<file path="src/rtl/lut_map_pkg.sv">
// Shared constants and helpers for the parametrised code-mapping table.
// Holds the legacy 3-bit to 2-bit mapping so instances can reproduce it.
package lut_map_pkg;

    // Legacy mapping 0->01, 1->11, 2->00, 3->10, 4->01, 5->10, 6->11, 7->01.
    localparam logic [15:0] LEGACY_3X2_INIT = 16'h798D;

    function automatic int lut_depth(input int iw);
        return 1 << iw;
    endfunction

endpackage

</file>
<file path="src/rtl/lut_map_seq_sat_counter.sv">
// Saturating up-counter with a synchronous clear.
// A clear takes priority over an increment in the same cycle.
module sat_counter #(
    parameter int CW = 8
) (
    input  logic          clk,
    input  logic          rst,
    input  logic          clr,
    input  logic          inc,
    output logic [CW-1:0] cnt
);

    always_ff @(posedge clk) begin
        if (rst) begin
            cnt <= '0;
        end else if (clr) begin
            cnt <= '0;
        end else if (inc && (cnt != {CW{1'b1}})) begin
            cnt <= cnt + CW'(1);
        end
    end

endmodule

</file>
<file path="src/rtl/lut_map_seq.sv">
// Registered IW-to-OW code mapper with a run-time writable table,
// valid/ready handshakes on both sides and a saturating lookup counter.
module lut_map_seq
    import lut_map_pkg::*;
#(
    parameter int                    IW   = 3,
    parameter int                    OW   = 2,
    parameter int                    CW   = 8,
    parameter logic [OW*(2**IW)-1:0] INIT = LEGACY_3X2_INIT
) (
    input  logic          clk,
    input  logic          rst,
    input  logic          in_valid,
    output logic          in_ready,
    input  logic [IW-1:0] in_data,
    output logic          out_valid,
    input  logic          out_ready,
    output logic [OW-1:0] out_data,
    input  logic          wr_en,
    input  logic [IW-1:0] wr_addr,
    input  logic [OW-1:0] wr_data,
    input  logic          cnt_clr,
    output logic [CW-1:0] lookup_cnt
);

    localparam int DEPTH = lut_depth(IW);

    logic [OW-1:0] tbl [DEPTH];
    logic          accept;
    logic [OW-1:0] lookup;

    assign in_ready = !out_valid || out_ready;
    assign accept   = in_valid && in_ready;

    // Write-first: a lookup of the entry being written sees the new value.
    assign lookup = (wr_en && (wr_addr == in_data)) ? wr_data : tbl[in_data];

    always_ff @(posedge clk) begin
        if (rst) begin
            for (int k = 0; k < DEPTH; k++) begin
                tbl[k] <= INIT[OW*k +: OW];
            end
        end else if (wr_en) begin
            tbl[wr_addr] <= wr_data;
        end
    end

    // The held result is a copy, so later table writes never disturb it.
    always_ff @(posedge clk) begin
        if (rst) begin
            out_valid <= 1'b0;
            out_data  <= '0;
        end else if (accept) begin
            out_valid <= 1'b1;
            out_data  <= lookup;
        end else if (out_ready) begin
            out_valid <= 1'b0;
        end
    end

    sat_counter #(
        .CW (CW)
    ) u_sat_counter (
        .clk (clk),
        .rst (rst),
        .clr (cnt_clr),
        .inc (accept),
        .cnt (lookup_cnt)
    );

endmodule

</file>
<file path="config.mk">
export PLATFORM = sky130hd
export DESIGN_NAME = lut_map_seq
export DESIGN_NICKNAME = d
export VERILOG_FILES = /design/src/rtl/lut_map_pkg.sv /design/src/rtl/lut_map_seq_sat_counter.sv /design/src/rtl/lut_map_seq.sv
export SDC_FILE = /design/constraint.sdc
export NUM_CORES = 1
export LEC_CHECK = 0
export BUFFER_PORTS_ARGS = -buffer_cell sky130_fd_sc_hd__buf_2
export CAP_MARGIN = 20
export CORE_MARGIN = 3
export CORE_UTILIZATION = 45
export DETAILED_ROUTE_END_ITERATION = 10
export GPL_TIMING_DRIVEN = 0
export PLACE_DENSITY = 0.66
export SLEW_MARGIN = 20
export SYNTH_ARGS = -nofsm -noshare
export SYNTH_HDL_FRONTEND = slang
export SYNTH_HIERARCHICAL = 1
export SYNTH_SLANG_ARGS = --single-unit
</file>
<file path="constraint.sdc">
create_clock -name clk -period 2.9 [get_ports clk]
set_input_delay 0.145 -clock clk [delete_from_list [all_inputs] [get_ports clk]]
set_output_delay 0.145 -clock clk [all_outputs]
set_load 0.05 [all_outputs]
</file>
==> metrics.yaml, run 1 <==
worst_hold_path_type: "in2reg"
p_leak_uw: 0.000659
setup_violations: 0
dieArea_um2: 3990
grt_pass1_vias: 1065
synth_top_family_by_area: "simple AND/OR/NAND/NOR gates"
critPathArrivalTime_ps: 1870
vias: 1157
numClockSinks: 27
grt_max_degree: 16
core_um2: 3080
wl_per_cell_um: 15.3
synth_fa_ha_area_share_pct: 0.852
synth_compound_area_share_pct: 9.88
cp.required_ps: 3120
cp-start-kind: "register"
antenna_found_initial: 0
cts_hold_buffers: 0
path_clk_slew_ps: 140
rsz0062_at_grt: "false"
yosys.area_share.simple_pct: 25.8
cts_resized: 0
dr.pass1.iters: 4
ys.warnings.count: 6
postLayoutCoreUtil_pct: 54.3
relSlewSlack_pct: 70.8
synth_cell_types: 38
cts_inserted_buffers: 3
syn-cell-area_um2: 1470
final_nets: 180
grt_usage_pct: 17.1
yosys.area_share.xor_xnor_pct: 1.79
grt_overflow: 0
syn_to_final_growth_pct: 13.8
tritoncts: "yes"
clock_skew_ps: 2.79
tightest_slew_ps: 436
slew_viol_final: 0
ys_ff_latch: 27
status: "complete, no violations"
io_pins: 26
synth_area_leaders: "edfxtp_1 33%, dfxtp_1 15%, mux4_1 7.2%"
drv_cap: 0
hold_depth: 3
dieWidth_um: 63.1
port_buffers: 24
rows: 20
finalCritPeriodShare_pct: 56.7
switching_share_pct: 26.4
fmax_ghz: 0.608
synth.most_common_cell: "nand2_1"
layout-drive-gt1-share_pct: 23.2
yosysTopAreaCell: "edfxtp_1"
path_class: "reg2reg"
grt_pass1_wl_um: 5300
die_y_um: 63.1
detailedPlacementHpwl_um: 2450
initial_utilization_pct: 47.7
drc: 0
clockBufferDepth: 2
clockRootBuffer: "clkbuf_4"
ys_seq_area_share_pct: 47.7
pwr-share-seq_pct: 61.8
crit_fanout: 7
clockPowerShare_pct: 22.3
fin_crit_ps: 1650
synth_edf_count: 16
synth.area.mux_share_pct: 11.2
tns_ps: 0
finalHoldViolations: 0
syn_nets: 151
detail-route-antenna-nets: 0
avgViaCountPerCell: 5.56
clock_latency_ps: 310
async_flop_share_pct: 0
gp_congestion: 0.859
p_sw_uw: 184
cts_setup_buffers: 0
power_density_nw_per_um2: 419
wirelength_um: 3190
diodes: 0
htreeDepth: 1
cp-end-kind: "register"
p_int_uw: 515
vdd.ir_drop.worst_uv: 203
synth_top_area_share_pct: 32.7
synth_flop_cell: "edfxtp_1"
p_comb_share_pct: 15.9
synth_commonest_cells: "23 x nand2_1, 16 x edfxtp_1, 11 x dfxtp_1, 8 x nor2_1, 6 x mux2i_1"
reg2regPathDepth: 6
avgSynthCellArea_um2: 10.8
drtIter0Drc: 41
netlist_instances: 136
stage by stage:
| step | total power, uW | setup WS (ps) | instance area, um^2 | hold slack [ps] | cells |
|---|---|---|---|---|---|
| after floorplan | 513 | 643 | 1470 | 209 | 136 |
| after global placement | 550 | 1300 | 1640 | 394 | 204 |
| after detailed placement | 553 | 1260 | 1640 | 399 | 204 |
| after CTS | 708 | 1280 | 1670 | 51.4 | 208 |
| after global routing | 748 | 1110 | 1670 | 34.5 | 208 |
| final | 700 | 1250 | 1670 | 53.0 | 208 |
state kept, by name, indices dropped and copies added (netlist names):
signal,cells
out_data,2
out_valid,1
tbl,16
u_sat_counter/cnt,8
power by group through the flow:
stage / Combinational, uW / Sequential (uW) / Clock [uW]
3_3_place_gp: 109 / 441 / 0
4_1_cts: 111 / 433 / 164
5_1_grt: 121 / 435 / 192
6_report: 111 / 432 / 156
3_5_place_dp: 111 / 442 / 0
2_1_floorplan: 59.6 / 453 / 0
placed cells by master, fill, tap and decap left out, drive strengths merged, types with 3 or more instances in the layout:
cell    instances
a21boi          3
or3             3
and3            5
inv             3
buf            26
a21oi           5
nand3           5
nor4            4
nand2b          3
mux4            4
xor2            3
edfxtp         16
nor2b           4
nand2          23
clkbuf          6
and4            5
mux2i           6
nor2            8
dfxtp          11
o21ai           3
layout make-up:
type,count,area (um^2)
fill,303,1410
multi-input combinational,100,728
sequential,27,701
timing repair buffer,24,120
tap,44,55.1
buffer,5,25.0
clock buffer,3,22.5
inverter,4,15.0
clock inverter,1,5.00
final timing paths:
check | start | to | slack (ps)
setup / recovery | out_valid | u_sat_counter/cnt[5] | 1250
hold / removal | in_valid | out_valid | 50
setup reg to reg | out_valid | u_sat_counter/cnt[5] | 1250
hold reg to reg | u_sat_counter/cnt[1] | u_sat_counter/cnt[1] | 510
worst max-delay path, stage by stage (launching register included):
cell	delay (ps)
dfxtp_1	330
nand2b_1	100
nand2_1	120
inv_1	200
and4_1	310
a31oi_1	150
a2111oi_4	330
logic make-up (layout without fill, tap and decap cells):
logic type / count (synthesis) / count (layout)
multiplexers: 10 / 10
buffers and inverters: 9 / 37
XOR/XNOR: 3 / 3
adder cells (fa/ha/maj): 1 / 1
AO/OA/AOI/OAI: 18 / 18
AND/OR/NAND/NOR: 68 / 68
flip-flops: 27 / 27
per-layer routing:
metal  track usage [%]  up-vias  share of wire (%)
met3              3.39        2                3.2
met4              4.13        0               0.66
met1              25.5      560                 50
li1                  -      576                  -
met2              25.3       19                 46
met5                 0        -                  0
(Power assumes the default switching activity.)
==> run 2, diff against run 1 <==
--- a/config.mk
+++ b/config.mk
@@ -5,13 +5,14 @@
 export SDC_FILE = /design/constraint.sdc
 export NUM_CORES = 1
 export LEC_CHECK = 0
+export ABC_AREA = 1
 export BUFFER_PORTS_ARGS = -buffer_cell sky130_fd_sc_hd__buf_2
 export CAP_MARGIN = 20
 export CORE_MARGIN = 3
 export CORE_UTILIZATION = 45
 export DETAILED_ROUTE_END_ITERATION = 10
 export GPL_TIMING_DRIVEN = 0
-export PLACE_DENSITY = 0.66
+export PLACE_DENSITY = 0.69
 export SLEW_MARGIN = 20
 export SYNTH_ARGS = -nofsm -noshare
 export SYNTH_HDL_FRONTEND = slang
==> constraint.sdc (replaced) <==
create_clock -name clk -period 1.4 [get_ports clk]
set_input_delay 0.07 -clock clk [delete_from_list [all_inputs] [get_ports clk]]
set_output_delay 0.07 -clock clk [all_outputs]
set_load 0.05 [all_outputs]
==> run 2 against run 1 <==
Compared with the run above: flip-flop and latch count unchanged; critical path type unchanged; via count up 18%; clock skew up 7.7 ps; sequential share of layout area decreased by 1.4 points.
==> metrics.yaml, run 2 <==
status: "complete, no violations"
r2r_start: "u_sat_counter/cnt[0]"
synth_flop_cell: "edfxtp_1"
wl_per_cell_um: 11.1  # -28%
finalHoldViolations: 0  # unchanged
syn-cell-area_um2: 1500  # +2.4%
synth_commonest_cells: "53 x nand2_1, 41 x nor2_1, 21 x nand3_1, 20 x inv_1, 16 x edfxtp_1"
path_class: "reg2reg"
syn_nets: 223  # +48%
cts_inserted_buffers: 3  # unchanged
die_y_um: 63.8  # +1.1%
cts_setup_buffers: 0  # unchanged
clock_latency_ps: 330  # +20 ps
reg2regPathDepth: 7  # +1
grt_usage_pct: 16.5  # -0.52 points
worst_hold_path_type: "in2reg"
cp-start-kind: "register"
placedCellCount: 276  # +35%
antenna_found_initial: 0  # unchanged
rsz0062_at_grt: "false"
clockRootBuffer: "clkbuf_4"
io_pins: 26  # unchanged
diodes: 0  # unchanged
synth.most_common_cell: "nand2_1"
cp.required_ps: 1680  # -1440 ps
fmax_ghz: 0.798  # +31%
synth_top_area_share_pct: 31.9  # -0.76 points
finalCritPeriodShare_pct: 89.5  # +33 points
detail-route-antenna-nets: 0  # unchanged
clock_skew_ps: 10.5  # +7.70 ps
async_flop_share_pct: 0  # unchanged
regMostFlops: "tbl"
final_cell_area_um2: 1740  # +4.3%
grt_overflow: 0  # unchanged
crit_fanout: 10  # +3
path_clk_slew_ps: 150  # about the same
rows: 20  # unchanged
initial_utilization_pct: 48.1  # +0.36 points
clockBufferDepth: 2  # unchanged
ys_ff_latch: 27  # unchanged
port_buffers: 24  # unchanged
avgViaCountPerCell: 4.85  # -13%
timing.reg2reg.setup_slack_ps: 150  # -1110 ps
numClockSinks: 27  # unchanged
reg2reg_to: "u_sat_counter/cnt[2]"
seq_area_um2: 706  # +0.71%
fin_cells: 282  # +36%
largestRegisters: "tbl (16), u_sat_counter/cnt (8), out_data (2)"
tightest_slew_ps: 588  # +152 ps
hold_depth: 4  # +1
post_dp_cell_area_um2: 1690  # +3.0%
p_leak_uw: 0.000779  # +18%
gp_congestion: 0.857  # -0.30%
synth_edf_count: 16  # unchanged
dieArea_um2: 4070  # +2.1%
detailedPlacementHpwl_um: 2320  # -5.5%
final_nets: 254  # +41%
final_common_cell: "nand2_1"
fin_crit_ps: 1250  # -392 ps
multi_input_area_um2: 677  # -7.0%
synth_area_leaders: "edfxtp_1 32%, dfxtp_1 15%, nand2_1 13%"
vdd.ir_drop.worst_uv: 416  # +110%
grt_max_degree: 16  # unchanged
min_from: "in_valid"
ys_seq_area_share_pct: 46.6  # -1.1 points
wirelength_um: 3120  # -2.3%
htreeDepth: 1  # unchanged
critPathArrivalTime_ps: 1530  # -340 ps
core_um2: 3130  # +1.6%
vias: 1369  # +18%
grt_pass1_vias: 1214  # +14%
tritoncts: "yes"
drc: 0  # unchanged
layout-drive-gt1-share_pct: 24.4  # +1.2 points
drv_cap: 0  # unchanged
ys.warnings.count: 6  # unchanged
syn_to_final_growth_pct: 15.9
whs_endpoint: "out_data[1]"
final_cell_mix: "52 x nand2_1, 41 x nor2_1, 24 x buf_2"
slew_viol_final: 0  # unchanged
tns_ps: 0  # unchanged
cp-end-kind: "register"
grt_pass1_wl_um: 5350  # +1.0%
dr.pass1.iters: 4  # unchanged
dieWidth_um: 63.8  # +1.1%
synth_cell_types: 21  # -45%
drtIter0Drc: 120  # +190%
relSlewSlack_pct: 60.7  # -10 points
yosysTopAreaCell: "edfxtp_1"
largest_reg_flops: 16  # unchanged
netlist_instances: 208  # +53%
setup_violations: 0  # unchanged
fill_cells: 309  # +2.0%
avgSynthCellArea_um2: 7.23  # -33%
power_density_nw_per_um2: 864  # +110%
run 2: changes by cell type after synthesis, sizes merged, moves of 6 or more:
cell   change
inv       +27
mux2i      -6
nand2     +35
nand3     +17
nor2      +38
o21ai      +7
run 2: area by class of cell:
| type | count | area share, % |
|---|---|---|
| Clock inverter | 1 | 0.287 |
| Tap cell | 44 | 3.16 |
| Clock buffer | 3 | 1.29 |
| Multi-Input combinational cell | 147 | 38.8 |
| Sequential cell | 27 | 40.5 |
| Timing Repair Buffer | 26 | 8.04 |
| Buffer | 2 | 0.861 |
| Inverter | 32 | 7.04 |
run 2: cell families after synthesis:
logic type	count (synthesis)	synth area share [%]
adder cells (fa/ha/maj)	1	0.832
buffers and inverters	34	8.90
AO/OA/AOI/OAI	19	6.82
flip-flops	27	46.6
AND/OR/NAND/NOR	127	36.9
run 2: routing by layer:
layer	vias to the layer above	wire (um)	global-route usage (%)	part of all wire [%]
met4	0	34	5.66	1.1
met5	-	0	0	0
met1	613	1560	23.1	50
met2	34	1370	25.7	44
li1	718	-	-	-
met3	4	152	2.99	4.9
run 2: worst max path at each step:
stage,from,to,slack (ps),cells past startpoint
finish,u_sat_counter/cnt[0],u_sat_counter/cnt[2],150,7
global route,out_valid,u_sat_counter/cnt[5],20,7
global placement,out_valid,u_sat_counter/cnt[7],130,7
CTS,out_valid,u_sat_counter/cnt[7],110,7
floorplan,u_sat_counter/cnt[4],u_sat_counter/cnt[4],20,5
detailed placement,rst,tbl[4][1],120,8
run 2: what timing repair did:
item / CTS / global route
gates resized for setup: 0 / 2
hold buffers: 2 / 0
setup endpoints to repair: 0 / 2
hold endpoints to repair: 2 / 0
run 2: per-stage QoR:
step                      total power [uW]  hold slack [ps]  worst slack [ps]  util [%]
after floorplan                       1100              132              17.9         -
after global placement                1170              306               129      54.1
after detailed placement              1180              310               122      54.1
after CTS                             1510             27.0               112      55.6
after global routing                  1580             32.6              21.6      55.7
final                                 1510             34.5               147      55.7
run 2: where the power goes:
| group | switching, uW | internal (uW) | total [uW] |
|---|---|---|---|
| Clock | 235 | 107 | 342 |
| Sequential | 19.2 | 882 | 901 |
| Combinational | 182 | 80.9 | 263 |
run 2: critical path, stage by stage (launching register included):
cell     delay, ps
dfxtp_2        400
ha_1           170
nand2_1         90
inv_2          110
nand3_4        140
nand3_1        100
nand2_1         60
nor2_1         130
==> run 3, diff against run 2 <==
--- a/config.mk
+++ b/config.mk
@@ -8,11 +8,11 @@
 export ABC_AREA = 1
 export BUFFER_PORTS_ARGS = -buffer_cell sky130_fd_sc_hd__buf_2
 export CAP_MARGIN = 20
-export CORE_MARGIN = 3
+export CORE_MARGIN = 2
 export CORE_UTILIZATION = 45
 export DETAILED_ROUTE_END_ITERATION = 10
 export GPL_TIMING_DRIVEN = 0
-export PLACE_DENSITY = 0.69
+export PLACE_DENSITY = 0.66
 export SLEW_MARGIN = 20
 export SYNTH_ARGS = -nofsm -noshare
 export SYNTH_HDL_FRONTEND = slang
==> constraint.sdc (replaced) <==
create_clock -name clk -period 1.6 [get_ports clk]
set_input_delay 0.08 -clock clk [delete_from_list [all_inputs] [get_ports clk]]
set_output_delay 0.08 -clock clk [all_outputs]
set_load 0.05 [all_outputs]
==> run 3 against run 2 <==
Compared with the run above: first-iteration DRC count is 41% lower; clock power is 10% lower; highest routed layer unchanged; register-to-register slack better by 50 ps; combinational power is 13% lower.
==> metrics.yaml, run 3 (same netlist as run 2, synthesis figures left out) <==
status: "complete, no violations"
gp_congestion: 0.790  # -7.9%
rows: 20  # unchanged
syn_to_final_growth_pct: 14.9
final_common_cell: "nand2_1"
detail-route-antenna-nets: 0  # unchanged
power_density_nw_per_um2: 766  # -11%
core_um2: 3130  # unchanged
tritoncts: "yes"
grt_use_met2_pct: 24.1  # -1.6 points
htreeDepth: 1  # unchanged
grt_max_degree: 17  # +1
tightest_slew_ps: 549  # -38.6 ps
cts_inserted_buffers: 3  # unchanged
p_int_uw: 937  # -12%
dieArea_um2: 3820  # -6.2%
dr.pass1.iters: 4  # unchanged
cp-end-kind: "register"
p_leak_uw: 0.000767  # -1.5%
cp-start-kind: "input pin"
met1_usage_pct: 27.6  # +4.5 points
fill_cells: 322  # +4.2%
tns_ps: 0  # unchanged
min_from: "in_valid"
crit_fanout: 5  # -5
drc: 0  # unchanged
wirelength_um: 3150  # +1.2%
p_sw_uw: 386  # -11%
clock_latency_ps: 330  # about the same
cp.required_ps: 1620  # -60 ps
vdd.ir_drop.worst_uv: 352  # -15%
rsz0062_at_grt: "false"
path_clk_slew_ps: 160  # about the same
clockPowerShare_pct: 23.2  # +0.5 points
grt_usage_pct: 17.5  # +0.97 points
vias: 1327  # -3.1%
relSlewSlack_pct: 63.2  # +2.6 points
worst_hold_path_type: "in2reg"
r2r_start: "out_valid"
final_cell_mix: "52 x nand2_1, 41 x nor2_1, 24 x buf_2"
post_dp_cell_area_um2: 1680  # -0.59%
final_nets: 253  # -0.39%
initial_utilization_pct: 48.1  # unchanged
drtIter0Drc: 71  # -41%
fin_cells: 281  # -0.35%
reg2reg_to: "u_sat_counter/cnt[3]"
grt_overflow: 0  # unchanged
pwr-share-seq_pct: 59.5  # -0.3 points
reg2regPathDepth: 8  # +1
p_comb_share_pct: 17.2  # -0.3 points
clockBufferDepth: 2  # unchanged
numClockSinks: 27  # unchanged
placedCellCount: 276  # unchanged
slew_viol_final: 0  # unchanged
path_class: "in2reg"
final_cell_area_um2: 1730  # -0.86%
largest_reg_flops: 16  # unchanged
diodes: 0  # unchanged
drv_cap: 0  # unchanged
regMostFlops: "tbl"
clockRootBuffer: "clkbuf_4"
detailedPlacementHpwl_um: 2350  # +1.2%
port_buffers: 24  # unchanged
switching_share_pct: 29.2  # +0.22 points
dieWidth_um: 61.8  # -3.1%
fin_crit_ps: 1520
timing.reg2reg.setup_slack_ps: 200  # +50 ps
critPathArrivalTime_ps: 1540  # about the same
antenna_found_initial: 0  # unchanged
gr-max-usage-layer: "met1"
io_pins: 26  # unchanged
die_y_um: 61.8  # -3.1%
grt_pass1_wl_um: 4870  # -9.0%
wl_per_cell_um: 11.2  # +1.5%
fmax_ghz: 0.659
avgViaCountPerCell: 4.72  # -2.7%
clock_skew_ps: 15.3  # +4.79 ps
grt_pass1_vias: 1098  # -9.6%
largestRegisters: "tbl (16), u_sat_counter/cnt (8), out_data (2)"
whs_endpoint: "out_data[1]"
setup_violations: 0  # unchanged
finalHoldViolations: 0  # unchanged
layout-drive-gt1-share_pct: 22.8  # -1.6 points
hold_depth: 4  # unchanged
use_met3_pct: 1.86  # -1.1 points
finalCritPeriodShare_pct: 94.9
cts_resized: 0  # unchanged
[run 3: timing repair]
item,4_1_cts,5_1_grt
endpoints found under the setup margin,0,1
hold buffers,2,0
hold endpoints to repair,2,0
buffers inserted,0,0
[run 3: how the worst max path moves through the flow]
stage / startpoint / end / slack (ps)
6_report: rst / tbl[6][1] / 80
5_1_grt: rst / tbl[6][0] / 0.5
4_1_cts: rst / tbl[6][1] / 90
3_5_place_dp: out_valid / u_sat_counter/cnt[7] / 190
3_3_place_gp: out_valid / u_sat_counter/cnt[7] / 190
2_1_floorplan: out_valid / u_sat_counter/cnt[7] / 30
[run 3: cell type report]
cell class                 instances  area, um^2  area share, %
sequential                        27         702           40.6
multi-input combinational        147         672           38.9
timing repair buffer              26         140           8.11
inverter                          32         123           7.10
tap                               44        55.1           3.19
clock buffer                       3        22.5           1.30
buffer                             1        7.51          0.434
clock inverter                     1        6.26          0.362
[run 3: layer usage]
metal	vias up	routed length [um]
li1	716	-
met1	577	1680
met2	30	1330
met3	4	113
met4	0	38
met5	-	0
[run 3: power by group through the flow]
stage / Combinational, uW / Sequential (uW) / Clock, uW
floorplan: 126 / 835 / 0
global placement: 224 / 803 / 0
detailed placement: 225 / 804 / 0
CTS: 230 / 788 / 319
global route: 255 / 792 / 349
finish: 228 / 788 / 307
[run 3: worst max-delay path, stage by stage]
cell and delay, ps:
dlygate4sd3_1 540, buf_2 160, nor2_2 170, inv_2 60, nor2_1 170, inv_2 90
o21ai_0 270
[run 3: through the flow]
step	total power [uW]	utilization [%]	hold slack, ps	setup slack (ps)
5_1_grt	1400	55.2	45.2	0.463
2_1_floorplan	961	-	142	29.8
3_5_place_dp	1030	53.8	323	191
4_1_cts	1340	55.4	29.0	88.2
6_report	1320	55.2	38.9	81.7
3_3_place_gp	1030	53.8	324	192
